===== config.mk =====
export PLATFORM = sky130hd
export DESIGN_NAME = vnu_3
export DESIGN_NICKNAME = d
export VERILOG_FILES = /design/src/rtl/vnu_3.sv
export SDC_FILE = /design/constraint.sdc
export NUM_CORES = 1
export LEC_CHECK = 0
export CORE_ASPECT_RATIO = 2
export CORE_MARGIN = 8
export CORE_UTILIZATION = 35
export CTS_CLUSTER_DIAMETER = 100
export DETAILED_ROUTE_END_ITERATION = 12
export PLACE_DENSITY_LB_ADDON = 0.1
export SETUP_SLACK_MARGIN = 0.4
export SLEW_MARGIN = 20
export SYNTH_ARGS = -nofsm -noshare
export SYNTH_HDL_FRONTEND = slang
export SYNTH_SLANG_ARGS = --single-unit
export TNS_END_PERCENT = 5

===== constraint.sdc =====
create_clock -name clk -period 5.16 [get_ports clk]
set_input_delay 1.032 -clock clk [delete_from_list [all_inputs] [get_ports clk]]
set_output_delay 1.032 -clock clk [all_outputs]
set_load 0.005 [all_outputs]

===== src/rtl/vnu_3.sv =====
// vnu_3: min-sum LDPC variable-node update, 3 check edges, fixed iteration budget
// Ports: clk, rst (async, active-low), cnt (shared 16-slot schedule),
//   ch_valid/LLR_ch (channel LLR load at LOAD_SLOT), C2V_1..3 (sampled at UPD_SLOT),
//   V2C_1..3 (registered extrinsic messages), hard_dec (total LLR < 0),
//   iter_num (completed updates this frame), done (sticky budget-reached flag).
module vnu_3 #(
  parameter logic [3:0] LOAD_SLOT = 4'd0,
  parameter logic [3:0] UPD_SLOT  = 4'd8,
  parameter logic [3:0] MAX_ITER  = 4'd4
) (
  input  logic       clk,
  input  logic       rst,
  input  logic [3:0] cnt,
  input  logic       ch_valid,
  input  logic [9:0] LLR_ch,
  input  logic [9:0] C2V_1,
  input  logic [9:0] C2V_2,
  input  logic [9:0] C2V_3,
  output logic [9:0] V2C_1,
  output logic [9:0] V2C_2,
  output logic [9:0] V2C_3,
  output logic       hard_dec,
  output logic [3:0] iter_num,
  output logic       done
);
  logic [9:0] llr_reg, c_reg1, c_reg2, c_reg3;
  logic [11:0] sum_reg, sum_nxt;
  logic active, upd_pend, load, capture;
  logic [9:0] v_load, v1_nxt, v2_nxt, v3_nxt;
  logic [3:0] iter_inc;
  // symmetric clip to [-511, +511]; -512 is never produced
  function automatic logic [9:0] sat(input logic signed [12:0] x);
    return x > 13'sd511 ? 10'sd511 : x < -13'sd511 ? -10'sd511 : x[9:0];
  endfunction
  function automatic logic [11:0] sx12(input logic [9:0] x);
    return {{2{x[9]}}, x};
  endfunction
  function automatic logic [12:0] sx13(input logic [9:0] x);
    return {{3{x[9]}}, x};
  endfunction
  always_comb begin
    load     = cnt == LOAD_SLOT && ch_valid;
    capture  = cnt == UPD_SLOT && active;
    sum_nxt  = sx12(llr_reg) + sx12(C2V_1) + sx12(C2V_2) + sx12(C2V_3);
    v_load   = sat(sx13(LLR_ch));
    // extrinsic message: total minus the edge's own contribution
    v1_nxt   = sat({sum_reg[11], sum_reg} - sx13(c_reg1));
    v2_nxt   = sat({sum_reg[11], sum_reg} - sx13(c_reg2));
    v3_nxt   = sat({sum_reg[11], sum_reg} - sx13(c_reg3));
    iter_inc = iter_num + 4'd1;
  end
  always_ff @(posedge clk or negedge rst) begin
    if (!rst) begin
      llr_reg  <= '0;
      c_reg1   <= '0;
      c_reg2   <= '0;
      c_reg3   <= '0;
      sum_reg  <= '0;
      active   <= 1'b0;
      upd_pend <= 1'b0;
      V2C_1    <= '0;
      V2C_2    <= '0;
      V2C_3    <= '0;
      hard_dec <= 1'b0;
      iter_num <= '0;
      done     <= 1'b0;
    end else if (load) begin
      llr_reg  <= LLR_ch;
      V2C_1    <= v_load;
      V2C_2    <= v_load;
      V2C_3    <= v_load;
      hard_dec <= LLR_ch[9];
      iter_num <= '0;
      done     <= 1'b0;
      active   <= 1'b1;
      upd_pend <= 1'b0;
    end else begin
      if (capture) begin
        c_reg1   <= C2V_1;
        c_reg2   <= C2V_2;
        c_reg3   <= C2V_3;
        sum_reg  <= sum_nxt;
        upd_pend <= 1'b1;
      end
      if (upd_pend) begin
        V2C_1    <= v1_nxt;
        V2C_2    <= v2_nxt;
        V2C_3    <= v3_nxt;
        hard_dec <= sum_reg[11];
        iter_num <= iter_inc;
        upd_pend <= 1'b0;
        if (iter_inc == MAX_ITER) begin
          done   <= 1'b1;
          active <= 1'b0;
        end
      end
    end
  end
endmodule


==> results of run 1 <==
==> worst min-delay path by stage <==
| stage | startpoint | endpoint | slack (ns) | cells after the start |
|---|---|---|---|---|
| after global placement | c_reg1[0]$_DFFE_PN0P_ | c_reg1[0]$_DFFE_PN0P_ | 0.48 | 2 |
| after detailed placement | c_reg1[0]$_DFFE_PN0P_ | c_reg1[0]$_DFFE_PN0P_ | 0.48 | 2 |
| final | c_reg1[0]$_DFFE_PN0P_ | c_reg1[0]$_DFFE_PN0P_ | 0.51 | 2 |
| after CTS | c_reg1[0]$_DFFE_PN0P_ | c_reg1[0]$_DFFE_PN0P_ | 0.50 | 2 |
| after global routing | c_reg1[0]$_DFFE_PN0P_ | c_reg1[0]$_DFFE_PN0P_ | 0.53 | 2 |
| after floorplan | c_reg1[0]$_DFFE_PN0P_ | c_reg1[0]$_DFFE_PN0P_ | 0.45 | 2 |
==> power groups by stage <==
stage	sequential (mW)	combinational, mW	clock [mW]
floorplan	1.13	2.52	0
global placement	1.22	3.64	0
detailed placement	1.22	3.67	0
CTS	1.21	3.70	0.850
global route	1.24	4.11	0.874
finish	1.21	3.68	0.838
==> layout make-up <==
class	count	area, um2	area share
repair buffers	89	871	0.106
well taps	259	324	0.0395
flip-flops and latches	90	2250	0.275
multi-input cells	587	4120	0.502
clock buffers	10	239	0.0291
inverters	70	263	0.0320
clock inverters	6	136	0.0166
==> per-layer routing <==
layer | GRT usage | wire, um | vias to the layer above | part of all wire
met5 | 0 | 0 | - | 0
met4 | 0.0781 | 633 | 0 | 0.028
met3 | 0.0219 | 476 | 23 | 0.021
met2 | 0.379 | 12800 | 82 | 0.56
met1 | 0.209 | 8760 | 2838 | 0.39
li1 | - | - | 2897 | -
==> cells in the final DEF, fill, tap and decap left out, types with 5 or more instances in the layout <==
cell type	synthesis	layout
nand2_1	110	110
dfrtp_1	90	90
o21ai_0	83	83
clkdlybuf4s50_1	0	81
inv_1	70	70
ha_1	50	50
nor2_1	37	37
a21oi_1	29	29
fa_1	24	24
nand3_1	16	16
nor2b_1	16	16
nor3_1	15	15
o211ai_1	14	14
xnor2_1	14	14
a22oi_1	13	13
xor2_1	12	12
a21o_1	11	11
a31oi_1	9	9
o21a_1	9	9
clkbuf_16	0	9
nand2b_1	8	8
a211oi_1	8	8
buf_4	0	8
o22ai_1	7	7
and2_1	7	7
and3_1	7	6
a21boi_0	6	6
or2_2	5	5
==> metrics by stage <==
stage | util | instance area, um2 | worst slack (ns) | hold slack, ns | power (mW)
final | 0.430 | 8200 | 0.707 | 0.506 | 5.73
after global routing | 0.430 | 8200 | 0.446 | 0.527 | 6.22
after CTS | 0.430 | 8200 | 0.737 | 0.505 | 5.76
after detailed placement | 0.410 | 7830 | 0.383 | 0.478 | 4.89
after global placement | 0.410 | 7830 | 0.456 | 0.484 | 4.87
after floorplan | - | 6740 | 1.24 | 0.452 | 3.65
==> logic make-up (layout without fill, tap and decap cells) <==
family / count (synthesis) / after routing / synth area share
AOI/OAI and AO/OA: 238 / 238 / 0.235
xor gates and xnor gates: 26 / 26 / 0.0338
adders and majority gates: 74 / 74 / 0.164
buffers and inverters: 97 / 175 / 0.0542
DFF: 90 / 90 / 0.334
muxes: 7 / 7 / 0.0110
and+or+nand+nor: 242 / 242 / 0.167
==> tightest hold or removal path, delay by kind of cell (launching register included) <==
family | cells | cell delay (ns)
flip-flops | 1 | 0.36
AND/OR/NAND/NOR | 2 | 0.11
==> summary.txt, run 1 <==
Setup path
  – Critical Path Fanout Max: 2
  – Setup crit end kind: register
  – CP endpoint: sum_reg[11]$_DFFE_PN0P_
  – Worst setup path startpoint: C2V_1[1]
  – Startpoint types: primary input
  – Critical path's top delay family: adder cells
  – CP arrival: 4.64 ns
  – CP required: between 5 and 6 ns
  – Reg2reg start: sum_reg[1]$_DFFE_PN0P_
  – Buf+Inv Stages, Crit Path: 4
  – Critical path type: in2reg
  – Worst R2R Setup Slack: 1.77 ns
  – Levels on crit path: 16
  – Slowest stage delay, CP: ~0.57 ns
  – Reg2Reg Depth: 10
  – Reg2reg end: V2C_1[2]$_DFFE_PN0P_
  – Critical path cell sequence: clkdlybuf4s50_1 -> inv_1 -> fa_1 -> fa_1 -> inv_1 -> ha_1 -> inv_1 -> fa_1 -> nor2b_1 -> o21ai_0 -> a21boi_0 -> o21ai_0 -> a21boi_0 -> a31oi_1 -> xnor2_1 -> o21ai_0
  – Slowest-stage cell, CP: fa_1

Synthesis
  – Most instantiated cells after synthesis: nand2_1, dfrtp_1, o21ai_0, inv_1, ha_1
  – Syn Std Cell Area: approximately 0.0067 mm2
  – Synth Instances: roughly 770
  – Syn_nets: between 800 and 900
  – Post-synthesis register bit count: 90
  – EDFF count, synth: 0
  – Yosys warnings: 0
  – Largest cells by area after synthesis: dfrtp_1, ha_1, fa_1, o21ai_0, nand2_1
  – Synth top area share: 0.334
  – Sequential share of the synthesized area: 0.334
  – Most instantiated library cell after synthesis: nand2_1
  – Area leader, netlist: dfrtp_1
  – Syn_area_per_cell: approximately 8.7 um2
  – Distinct cells, synth: 63
  – Async SR Flop Fraction: 1.00
  – Top FF cell, synth: dfrtp_1

Cells and area
  – Area grow syn2layout: 21.8%
  – Max FFs per register: 12
  – Filler cells: around 2000
  – Cell Count, Final, Fillers Out: 1111
  – Layout Nets: 968
  – Share of cells above drive strength 1: 0.0446
  – Diode count: 0

CTS
  – Clk Latency, worst-skew pair: between 0.3 and 0.4 ns
  – Post-CTS Hold Buffers: 0
  – CTS clk-pin slew, worst paths: 0.07 ns
  – CTS H-Tree Depth: 3
  – CTS tree: built
  – Clk buf depth: 2
  – Inserted Clock Buffers: 9
  – Root Driver: clkbuf_16
  – Setup bufs post-CTS: 0
  – Sinks on Clock Net: 90
  – CTS resizes: 0

Floorplan
  – I/O Pins: 83
  – Core Region: 0.0191 mm2
  – Starting Density: 0.353
  – DIE AREA: 0.0242 mm2
  – Die height: 212 um
  – # rows: 72
  – Die Wd: 114 um

Power
  – Clock power frac: 0.146
  – Gate power share: 0.643
  – VDD IR max: a little over 500 uV
  – Sequential share of power: 0.211
  – Cell Int Power: 3.05 mW
  – Power Density: 698 mW/mm2
  – NetSw: between 2 and 3 mW
  – Sw Ratio: 0.467
  – Pleak: 3.62 nW

Placement
  – DP HPWL: about 18 mm
  – I/O Buffers: 82
  – Post-Place Cells: around 1100
  – Final Wtd Congestion: 0.892

GRT
  – Largest net degree at the start of global routing: between 60 and 70
  – Antenna violations before repair: 0
  – Grt ovf: 0
  – Vias in the first global route: 6232
  – Gr usage total: 0.196
  – Global-route wire length before repair: 35.5 mm

Route
  – Residual DRC: 0
  – Post-DRT Antenna Nets: 0
  – Routed wire length: about 23 mm
  – Pre-Repair DR Iteration Count: 5
  – Routed via count: 5840
  – Iteration-0 DRC Markers: approximately 230
  – Drt via density: 5.26
  – Drt wl/cell: 20.4 um

Hold path
  – Worst hold path type: reg2reg

STA
  – Final Critical Period: between 4 and 5 ns
  – # setup viols final: 0
  – Slew margin rel.: 0.253
  – Max Clock Freq: 225 MHz
  – Worst Skew: 0.0121 ns
  – Slew @ Worst Pin: 1.11 ns
  – Final hold vios: 0
  – Setup TNS: 0 ns
  – Unrepaired setup endpoints after global routing: false
  – Final Max Tran Viols: 0
  – Period utilisation layout: 0.863

Run status
  – Status: finished clean

Job
  – MaxCap Viol Count: 0
No activity file was read; power rests on OpenSTA's default activity.
==> run 2: changes to the inputs <==
SKIP_CTS_REPAIR_TIMING = 1   (was default)
==> results of run 2 <==
Final layout, timing and power as in run 1 (identical DEF).
